**src/rtl/serial_sub_pkg.sv**
```systemverilog
// serial_sub_pkg
//   Shared definitions for the bit-serial subtractor:
//     - state_e    : FSM state encoding (IDLE, SHIFT, DONE)
//     - cnt_width(): bit counter width for a given operand width,
//                    never less than one bit so WIDTH=1 still has a counter
package serial_sub_pkg;

    typedef enum logic [1:0] {
        ST_IDLE  = 2'd0,
        ST_SHIFT = 2'd1,
        ST_DONE  = 2'd2
    } state_e;

    localparam int DEFAULT_WIDTH = 8;

    function automatic int cnt_width(input int width);
        return (width <= 1) ? 1 : $clog2(width);
    endfunction

endpackage

```
**src/rtl/bit_sub_cell.sv**
```systemverilog
// bit_sub_cell
//   Combinational 1-bit full subtractor: computes a - b - bin for one bit.
//   Ports:
//     a, b  in   operand bits (minuend, subtrahend)
//     bin   in   borrow into this bit
//     d     out  difference bit
//     bout  out  borrow out of this bit
module bit_sub_cell (
    input  logic a,
    input  logic b,
    input  logic bin,
    output logic d,
    output logic bout
);

    assign d    = a ^ b ^ bin;
    // A borrow leaves this bit when b exceeds a outright, or when a and b
    // are equal and a borrow was already pending from below.
    assign bout = (~a & b) | (~(a ^ b) & bin);

endmodule

```
**src/rtl/serial_subtractor.sv**
```systemverilog
// serial_subtractor
//   Bit-serial subtractor: diff = a - b - bin (modulo 2^WIDTH), one bit per
//   clock, LSB first, using a single bit_sub_cell. A start/done handshake
//   controls it; the result is valid with done and held until the next
//   accepted start.
//
//   Parameters:
//     WIDTH       operand/result width (>= 1)
//   Ports:
//     clk         clock, rising edge
//     rst         synchronous active-high reset
//     start       request; accepted only in IDLE or DONE
//     a, b, bin   minuend, subtrahend, initial borrow (captured on accept)
//     busy        high while bits are being processed
//     done        one-cycle pulse when diff/borrow_out become valid
//     diff        result, held from done until the next accepted start
//     borrow_out  final unsigned borrow (a < b + bin)
//     overflow    signed overflow flag, present only when the macro
//                 SERIAL_SUB_OVF_EN is defined
module serial_subtractor
    import serial_sub_pkg::*;
#(
    parameter int WIDTH = DEFAULT_WIDTH
) (
    input  logic             clk,
    input  logic             rst,
    input  logic             start,
    input  logic [WIDTH-1:0] a,
    input  logic [WIDTH-1:0] b,
    input  logic             bin,
    output logic             busy,
    output logic             done,
    output logic [WIDTH-1:0] diff,
    output logic             borrow_out
`ifdef SERIAL_SUB_OVF_EN
    ,
    output logic             overflow
`endif
);

    localparam int CNT_W = cnt_width(WIDTH);
    localparam logic [CNT_W-1:0] CNT_LAST = CNT_W'(WIDTH - 1);

    state_e             state_q, state_d;
    logic [CNT_W-1:0]   cnt_q, cnt_d;
    logic [WIDTH-1:0]   a_sr_q, a_sr_d;
    logic [WIDTH-1:0]   b_sr_q, b_sr_d;
    logic [WIDTH-1:0]   res_q, res_d;
    logic               brw_q, brw_d;
    logic               borrow_out_q, borrow_out_d;
`ifdef SERIAL_SUB_OVF_EN
    logic               msb_brw_q, msb_brw_d;
`endif

    logic               accept;
    logic               cell_d;
    logic               cell_bout;

    bit_sub_cell u_cell (
        .a    (a_sr_q[0]),
        .b    (b_sr_q[0]),
        .bin  (brw_q),
        .d    (cell_d),
        .bout (cell_bout)
    );

    assign accept = start && ((state_q == ST_IDLE) || (state_q == ST_DONE));

    always_comb begin
        state_d      = state_q;
        cnt_d        = cnt_q;
        a_sr_d       = a_sr_q;
        b_sr_d       = b_sr_q;
        res_d        = res_q;
        brw_d        = brw_q;
        borrow_out_d = borrow_out_q;
`ifdef SERIAL_SUB_OVF_EN
        msb_brw_d    = msb_brw_q;
`endif

        if (accept) begin
            // Result register is left alone here so the previous answer
            // stays visible until the first bit of the new one lands.
            state_d = ST_SHIFT;
            a_sr_d  = a;
            b_sr_d  = b;
            brw_d   = bin;
            cnt_d   = '0;
        end else begin
            case (state_q)
                ST_IDLE: begin
                    state_d = ST_IDLE;
                end
                ST_SHIFT: begin
                    a_sr_d = a_sr_q >> 1;
                    b_sr_d = b_sr_q >> 1;
                    brw_d  = cell_bout;
                    cnt_d  = cnt_q + CNT_W'(1);
                    // First bit of an operation drops the stale result;
                    // later bits shift it down and enter at the MSB.
                    if (cnt_q == '0) begin
                        res_d = '0;
                    end else begin
                        res_d = res_q >> 1;
                    end
                    res_d[WIDTH-1] = cell_d;
                    if (cnt_q == CNT_LAST) begin
                        state_d      = ST_DONE;
                        cnt_d        = '0;
                        borrow_out_d = cell_bout;
`ifdef SERIAL_SUB_OVF_EN
                        msb_brw_d    = brw_q;
`endif
                    end
                end
                ST_DONE: begin
                    state_d = ST_IDLE;
                end
                default: begin
                    state_d = ST_IDLE;
                end
            endcase
        end
    end

    always_ff @(posedge clk) begin
        if (rst) begin
            state_q      <= ST_IDLE;
            cnt_q        <= '0;
            a_sr_q       <= '0;
            b_sr_q       <= '0;
            res_q        <= '0;
            brw_q        <= 1'b0;
            borrow_out_q <= 1'b0;
`ifdef SERIAL_SUB_OVF_EN
            msb_brw_q    <= 1'b0;
`endif
        end else begin
            state_q      <= state_d;
            cnt_q        <= cnt_d;
            a_sr_q       <= a_sr_d;
            b_sr_q       <= b_sr_d;
            res_q        <= res_d;
            brw_q        <= brw_d;
            borrow_out_q <= borrow_out_d;
`ifdef SERIAL_SUB_OVF_EN
            msb_brw_q    <= msb_brw_d;
`endif
        end
    end

    assign busy       = (state_q == ST_SHIFT);
    assign done       = (state_q == ST_DONE);
    assign diff       = res_q;
    assign borrow_out = borrow_out_q;
`ifdef SERIAL_SUB_OVF_EN
    // Signed overflow: borrow into the sign bit differs from borrow out of it.
    assign overflow   = msb_brw_q ^ borrow_out_q;
`endif

endmodule

```
**config.mk**
```make
export PLATFORM = sky130hd
export DESIGN_NAME = serial_subtractor
export DESIGN_NICKNAME = d
export VERILOG_FILES = /design/src/rtl/serial_sub_pkg.sv /design/src/rtl/bit_sub_cell.sv /design/src/rtl/serial_subtractor.sv
export SDC_FILE = /design/constraint.sdc
export NUM_CORES = 1
export LEC_CHECK = 0
export CORE_ASPECT_RATIO = 0.7
export CORE_MARGIN = 2
export CORE_UTILIZATION = 45
export CTS_CLUSTER_SIZE = 8
export DETAILED_ROUTE_END_ITERATION = 7
export DONT_BUFFER_PORTS = 1
export MAX_ROUTING_LAYER = met4
export PLACE_DENSITY = 0.57
export SLEW_MARGIN = 20
export SYNTH_ARGS = -nofsm -noshare
export SYNTH_HDL_FRONTEND = slang
export SYNTH_HIERARCHICAL = 1
export SYNTH_SLANG_ARGS = --single-unit
export TNS_END_PERCENT = 30
```
**constraint.sdc**
```tcl
create_clock -name clk -period 2 [get_ports clk]
set_input_delay 0.3 -clock clk [delete_from_list [all_inputs] [get_ports clk]]
set_output_delay 0.3 -clock clk [all_outputs]
set_load 0.02 [all_outputs]
```
Word level (Yosys, flattened, before mapping)
Cells that the tools add are included.
- register bits: 31
- output and inout port bits: 11
- word-level logic and storage cells: 42
- add/sub/neg operators: 1
- equality and inequality tests: 4
- muxes and demuxes: 11
- bitwise logic cells: 9
- reduce and logical (&&, ||, !) cells: 9
- operators with widths (operator ; number):
    $mux 8 ; 4
    $mux 7 ; 1
    $mux 1 ; 5
    $not 1->1 ; 4
    $add 3x1->3 const B ; 1
    $eq 3x3->1 const B ; 1
    $logic_not 3->1 ; 1
    $mux 3 ; 1
    $ne 3x1->1 const B ; 1
    $reduce_and 3->1 ; 1
    $reduce_or 3->1 ; 1
    $and 1x1->1 ; 2
    $eq 2x1->1 const B ; 1
    $eq 2x2->1 const B ; 1
    $logic_not 2->1 ; 1
    $reduce_and 2->1 ; 1
    $reduce_bool 2->1 ; 1
    $reduce_or 2->1 ; 1
    $xor 1x1->1 ; 2
    $logic_and 1x1->1 ; 1
    $logic_or 1x1->1 ; 1
    $or 1x1->1 ; 1

Depth between registers and ports, before layout
Gate-level depths: netlist of run 1.
- word-level depth: 6
- mapped depth: 7
- mapped depth without buffers: 5

By module
Netlist of run 1, hierarchy kept.
- modules (own cells, without submodules) (module ; times used ; cells an instance ; area an instance (um^2) ; seq. area each (um^2)):
    serial_subtractor ; 1 ; 147 ; 1378.8 ; 620.6
    bit_sub_cell ; 1 ; 4 ; 31.3 ; 0.0

Worst setup path after synthesis of run 1
Ideal clock, no wire load.
- kind: reg-to-reg
- start: reg cnt_q[0]
- end: reg cnt_q[1]
- data arrival time: 1.113 ns
- data required time: 1.922 ns
- path slack: 0.809 ns
- stages on the path, launching flop included: 6
- buffers on the path: 0
- path through: dfxtp_1 > ha_1 > ha_1 > nor4bb_1 > a21oi_1 > nor3_1
- longest elaborated chain between the ends: 2
- ends and longest elaborated chain (what ; line ; text):
    start, declared ; serial_subtractor.sv:45 ; logic [CNT_W-1:0] cnt_q, cnt_d;
    start signal, assigned ; serial_subtractor.sv:140 ; cnt_q <= cnt_d;
    $add 3x1->3 / $eq 3x3->1 (equally long branches) ; serial_subtractor.sv:98, serial_subtractor.sv:107 ;
    $mux 3 (*) ; serial_subtractor.sv:107 ; if (cnt_q == CNT_LAST) begin
Mark *: on every way between the ends. The rest lies on a longest branch, timed or not.
A chain may end at the register's enable or synchronous reset.

Worst setup path after layout of run 1
- start: reg state_q[0]
- end: out busy
- longest elaborated chain between the ends: 1
- ends and longest elaborated chain (what ; line ; text):
    start, declared ; serial_subtractor.sv:44 ; state_e state_q, state_d;
    start signal, assigned ; serial_subtractor.sv:139 ; state_q <= state_d;
    $eq 2x1->1 ; serial_subtractor.sv:152 ; assign busy = (state_q == ST_SHIFT);
    end, declared ; serial_subtractor.sv:31 ; output logic busy,
Every way passes these cells.

==> flow_summary_export.csv, run 1 <==
group,metric,value,unit
finish,insertedDiodeCount,0,
drt,drt-initial-drc-count,92,
finish,area_growth,4.70,%
floorplanning,die_area,3600,µm²
yosys,synth_xor_area_share,0,%
grt,overflow,0,
power_and_ir_drop,power_density,930,nW/µm²
yosys,ys.flop_type,"dfxtp_1",
drt,wl,2.73,mm
placement,port_buffers,0,
yosys,synth.avg_cell_area,9.34,µm²
clocking,cts-hold-fix-buffers,0,
timing,finalHoldViolations,0,
yosys,synth_edf_count,0,
timing,finalMaxSlewViolations,0,
drt,routed-via-count,1031,
clocking,ctsHtreeMaxLevel,2,
finish,final_nets,173,
clocking,clkTransAtPathRegs,60,ps
status,status,"finished clean",
yosys,ys_warn_count,6,
grt,grt_max_degree,32,
yosys,syn_inst,151,
yosys,yosys.area.top_type,"dfxtp_1",
yosys,synthAdderAreaFrac,4.97,%
drt,routed_via_density,5.57,
placement,place.gp.congestion,0.796,
finish,drive_above_1_share,18.1,%
clocking,clk_latency,280,ps
drt,drc,0,
timing,maxSlewHeadroom,50.3,%
clocking,cts.sinks,31,
timing,max_freq,647,MHz
timing,worst_pin_slew,745,ps
drt,wire_per_inst,14.7,µm
floorplanning,start_util,48.9,%
setup_path,crit_path_start_kind,"flop",
timing,fin_hold_ws,81.3,ps
yosys,synth-compound-area-share,15.2,%
timing,finalCritPeriodShare,77.3,%
yosys,synth_top_area_share,44.0,%
grt,grt_pass1_vias,1034,
timing,final.setup.tns,0,ps
yosys,synth_area,1410,µm²
finish,fillCellCount,279,
placement,dp_hpwl,1.77,mm
worst_hold_path,min_path_type,"input port to flop",
floorplanning,io-pin-count,31,
yosys,ys_ff_latch,31,
clocking,cts_tree,"built",
yosys,ys_types,29,
yosys,synth_fp_nets,176,
power_and_ir_drop,ir_worst_vdd,0.367,mV
floorplanning,die_w,70.9,µm
job,drv_cap,0,
grt,grt_pass1_wl,4.71,mm
yosys,synth.area.top_cells,"dfxtp_1 (44%), nor3_1 (8.2%), o22ai_1 (4.0%)",
yosys,synth_top_family_by_area,"simple AND/OR/NAND/NOR gates",
floorplanning,rows,16,
yosys,yosysSeqAreaShare,44.0,%
grt,antenna_found_initial,0,
finish,multi_input_area,653,µm²
yosys,synth.area.mux_share,2.84,%
setup_path,crit_path_end_kind,"primary output",
setup_path,required,1700,ps
clocking,cts_root_buffer,"clkbuf_8",
setup_path,arrival,1250,ps
floorplanning,die_h,50.8,µm
yosys,async_flop_share,0,%
clocking,cts_resized,0,
drt,dr.pass1.iters,4,
timing,finalClockSkew,4.75,ps
finish,regArea,621,µm²
drt,drtAntennaViolNets,0,
timing,min_period,1550,ps
power_and_ir_drop,leakagePower,0.000524,µW
timing,setup_viol,0,
timing,rsz0062_at_grt,"no",
clocking,cts_made_buffers,5,
yosys,synth-simple-area-share,23.3,%
clocking,clockBufferDepth,2,
grt,track_usage,17.5,%
clocking,post-cts-setup-buffers,0,
floorplanning,core_area,2880,µm²
setup_path,critPathKind,"flop to primary output",
setup_path,crit_fanout,29,
## synth_stat cells (all sizes together), types with 2 or more instances
cell / count
a21oi: 14
a22oi: 3
a311oi: 3
buf: 10
clkbuf: 3
dfxtp: 31
ha: 4
inv: 7
mux2i: 4
nand2: 15
nand2b: 2
nand3: 11
nor2: 5
nor3: 23
o22ai: 9
## metrics by stage
stage	std cells	power [µW]	setup slack [ps]	util (%)	area, µm²
detailed placement	177	849	517	47.6	1370
floorplan	151	848	809	-	1410
global placement	177	843	603	47.6	1370
CTS	185	1390	444	51.2	1480
global route	185	1440	339	51.2	1480
finish	185	1370	453	51.2	1480
## per-layer routing
layer	track usage [%]	wire [µm]
met5	-	0
met4	7.55	47
met3	6.71	178
met2	26.2	1200
met1	21.2	1300
## worst paths after layout
path / end / from / slack (ps) / cells past startpoint
setup / recovery: busy / state_q[0] / 450 / 3
hold / removal: a_sr_q[6] / rst / 80 / 1
setup reg to reg: b_sr_q[1] / state_q[0] / 520 / 3
hold reg to reg: a_sr_q[1] / a_sr_q[1] / 470 / 2
## state kept, by name (all words and copies together) (netlist names)
register / flops
a_sr_q: 8
b_sr_q: 8
borrow_out: 1
brw_q: 1
cnt_q: 3
diff: 8
state_q: 2
## worst max-delay path: stages (launching register included)
cell	delay, ps
dfxtp_1	380
nand2b_1	150
inv_6	240
buf_4	190
## power by group
group          total, µW  switching (µW)  internal (µW)
Combinational        155            94.2           60.6
Clock                539             227            313
Sequential           679            24.4            655
## placed cells by master, fill, tap and decap left out, types with 2 or more instances in the layout
master / instances
dfxtp_1: 31
nor3_1: 23
nand2_1: 12
a21oi_1: 10
o22ai_1: 9
clkbuf_8: 7
inv_1: 6
nand3_1: 6
nor2_1: 5
nand3_2: 5
mux2i_1: 4
a21oi_2: 4
ha_1: 4
nand2_2: 3
a311oi_2: 3
a22oi_1: 3
buf_4: 3
nand2b_1: 2
## kinds of logic (layout without fill, tap and decap cells)
kind of cell    after synthesis  count (layout)
flops                        31              31
compound gates               30              30
simple gates                 61              61
buf+inv                      20              18
mux                           4               4
fa+ha+maj                     5               5
## area by class of cell
| class | count | area share [%] |
|---|---|---|
| Multi-Input combinational cell | 100 | 44.2 |
| Timing Repair Buffer | 3 | 1.53 |
| Inverter | 7 | 2.12 |
| Tap cell | 36 | 3.05 |
| Sequential cell | 31 | 42.0 |
| Clock inverter | 1 | 0.508 |
| Clock buffer | 7 | 6.53 |
(Power assumes the default switching activity.)
==> run 2, diff against run 1 <==
- PLACE_DENSITY: 0.57 -> 0.59
- clock period: 2 -> 1.3 ns (I/O delays scaled with it)
==> flow_summary_export.csv, run 2 (synthesis gave the netlist of run 1 again) <==
group,metric,value,unit
drt,dr.pass1.iters,4,
power_and_ir_drop,ir_worst_vdd,0.955,mV
setup_path,crit_path_end_kind,"flop",
finish,layout_common_cells,"dfxtp_1 (27), nor3_1 (23), nand2_1 (12), a21oi_1 (10), o22ai_1 (9)",
finish,drive_above_1_share,30.2,%
setup_path,reg2reg_depth,5,
drt,drt-initial-drc-count,75,
power_and_ir_drop,switchingPower,579,µW
floorplanning,rows,16,
finish,fillCellCount,253,
timing,worst_slack,10.5,ps
power_and_ir_drop,p_int,1790,µW
timing,worst_pin_slew,295,ps
timing,final.setup.tns,0,ps
clocking,cts.sinks,31,
drt,drtAntennaViolNets,0,
clocking,clkTransAtPathRegs,70,ps
drt,drc,0,
setup_path,critPathKind,"flop to flop",
worst_hold_path,min_path_type,"input port to flop",
setup_path,r2r_start,"cnt_q[0]",
finish,area_growth,22.3,%
setup_path,crit_buf_inv,0,
setup_path,path_depth,5,
grt,overflow,0,
finish,layout_commonest_cell,"dfxtp_1",
placement,place_inst,180,
setup_path,crit_path_start_kind,"flop",
power_and_ir_drop,power_density,1380,nW/µm²
timing,max_freq,775,MHz
floorplanning,start_util,48.9,%
drt,wl,3.28,mm
placement,place.gp.congestion,0.777,
setup_path,crit_fanout,4,
placement,dpl-instance-area,1420,µm²
setup_path,path_common_cell,"ha_4",
setup_path,startpoint,"cnt_q[0]",
placement,pre_cts_slack,2.72,ps
setup_path,slowest_stage,"dfxtp_4",
setup_path,crit_chain,"ha_4, ha_4, nor4bb_4, a21oi_1, nor3_1",
timing,maxSlewHeadroom,80.3,%
power_and_ir_drop,finalPower,2370,µW
setup_path,required,1490,ps
drt,routed_via_density,5.66,
floorplanning,die_w,70.9,µm
grt,grt_pass1_wl,5.22,mm
timing,min_period,1290,ps
drt,routed-via-count,1103,
finish,stdcell_area,1720,µm²
power_and_ir_drop,seq_power_share,44.1,%
finish,fin_cells,195,
setup_path,critPathTopFamily,"simple AND/OR/NAND/NOR gates",
power_and_ir_drop,leakagePower,0.000608,µW
power_and_ir_drop,comb_power_share,15.1,%
clocking,cts_root_buffer,"clkbuf_8",
drt,wire_per_inst,16.8,µm
floorplanning,core_area,2880,µm²
setup_path,rrSetupSlack,10,ps
job,drv_cap,0,
power_and_ir_drop,netSwitchingFraction,24.4,%
timing,setup_viol,0,
clocking,cts_tree,"built",
setup_path,critPathCapture,"cnt_q[1]",
timing,finalClockSkew,5.57,ps
placement,dp_hpwl,1.96,mm
setup_path,cpPeakStageDelay,370,ps
clocking,cts_made_buffers,5,
floorplanning,io-pin-count,31,
timing,finalCritPeriodShare,99.2,%
timing,finalMaxSlewViolations,0,
worst_hold_path,min_from,"bin",
finish,final_nets,183,
clocking,clockBufferDepth,2,
power_and_ir_drop,power_frac_clock,40.9,%
floorplanning,die_area,3600,µm²
placement,port_buffers,0,
setup_path,r2r-end,"cnt_q[1]",
timing,rsz0062_at_grt,"yes",
status,status,"finished clean",
grt,grt_pass1_vias,1043,
timing,finalHoldViolations,0,
grt,track_usage,19.5,%
grt,grt_max_degree,29,
clocking,clk_latency,280,ps
clocking,ctsHtreeMaxLevel,2,
finish,insertedDiodeCount,0,
setup_path,arrival,1480,ps
floorplanning,die_h,50.8,µm
grt,antenna_found_initial,0,
-- run 2: cell count changes in the layout (fill, tap and decap cells not counted), moves of 2 or more --
| cell | before | now |
|---|---|---|
| ha_1 | 4 | 1 |
| dlygate4sd3_1 | 0 | 2 |
| ha_4 | 0 | 3 |
| bufinv_16 | 0 | 2 |
| dfxtp_1 | 31 | 27 |
| inv_1 | 6 | 4 |
| buf_4 | 3 | 6 |
| dfxtp_4 | 0 | 3 |
| buf_12 | 0 | 4 |
| inv_2 | 0 | 2 |
-- run 2: repair_timing --
item | 4_1_cts | 5_1_grt
hold endpoints to repair | 28 | 1
pin swaps | 1 | 4
setup endpoints to repair | 2 | 12
gates resized for setup | 7 | 15
cloned | 1 | 0
hold buffers | 2 | 1
setup buffers | 3 | 0
-- run 2: layout make-up --
type | count | area [µm²] | area share, %
flip-flops and latches | 31 | 633 | 36.7
clock buffers | 6 | 82.6 | 4.79
repair buffers | 12 | 145 | 8.42
clock inverters | 2 | 35.0 | 2.03
inverters | 7 | 52.6 | 3.05
repair inverters | 1 | 8.76 | 0.508
multi-input cells | 100 | 722 | 41.9
well taps | 36 | 45.0 | 2.61
-- run 2: layer usage --
layer | global-route usage [%] | up-vias | share of wire (%)
met3 | 7.30 | 0 | 5.9
met4 | 3.77 | 0 | 0
met5 | - | - | 0
met1 | 25.2 | 536 | 46
met2 | 29.6 | 24 | 48
li1 | - | 543 | -
-- run 2: worst min path at each step --
stage	end	slack, ps	cells after the start
floorplan	a_sr_q[6]	260	1
global placement	diff[3]	260	1
detailed placement	diff[6]	260	1
CTS	state_q[1]	0.8	1
global route	brw_q	110	2
finish	brw_q	110	2
-- run 2: through the flow --
| stage | utilization, % | hold WS, ps |
|---|---|---|
| after floorplan | - | 263 |
| after global placement | 49.3 | 262 |
| after detailed placement | 49.3 | 262 |
| after CTS | 57.1 | 0.793 |
| after global routing | 59.8 | 106 |
| final | 59.8 | 110 |
-- run 2: power groups by stage --
stage | Clock [µW] | Combinational [µW] | Sequential, µW
finish | 969 | 357 | 1050
global route | 1040 | 385 | 1050
CTS | 969 | 339 | 1050
detailed placement | 0 | 270 | 1070
global placement | 0 | 260 | 1060
floorplan | 0 | 247 | 1060
-- run 2: worst reg2reg max path, cell delays in order (launching register included) --
cell	delay (ps)
dfxtp_4	370
ha_4	180
ha_4	170
nor4bb_4	240
a21oi_1	60
nor3_1	180
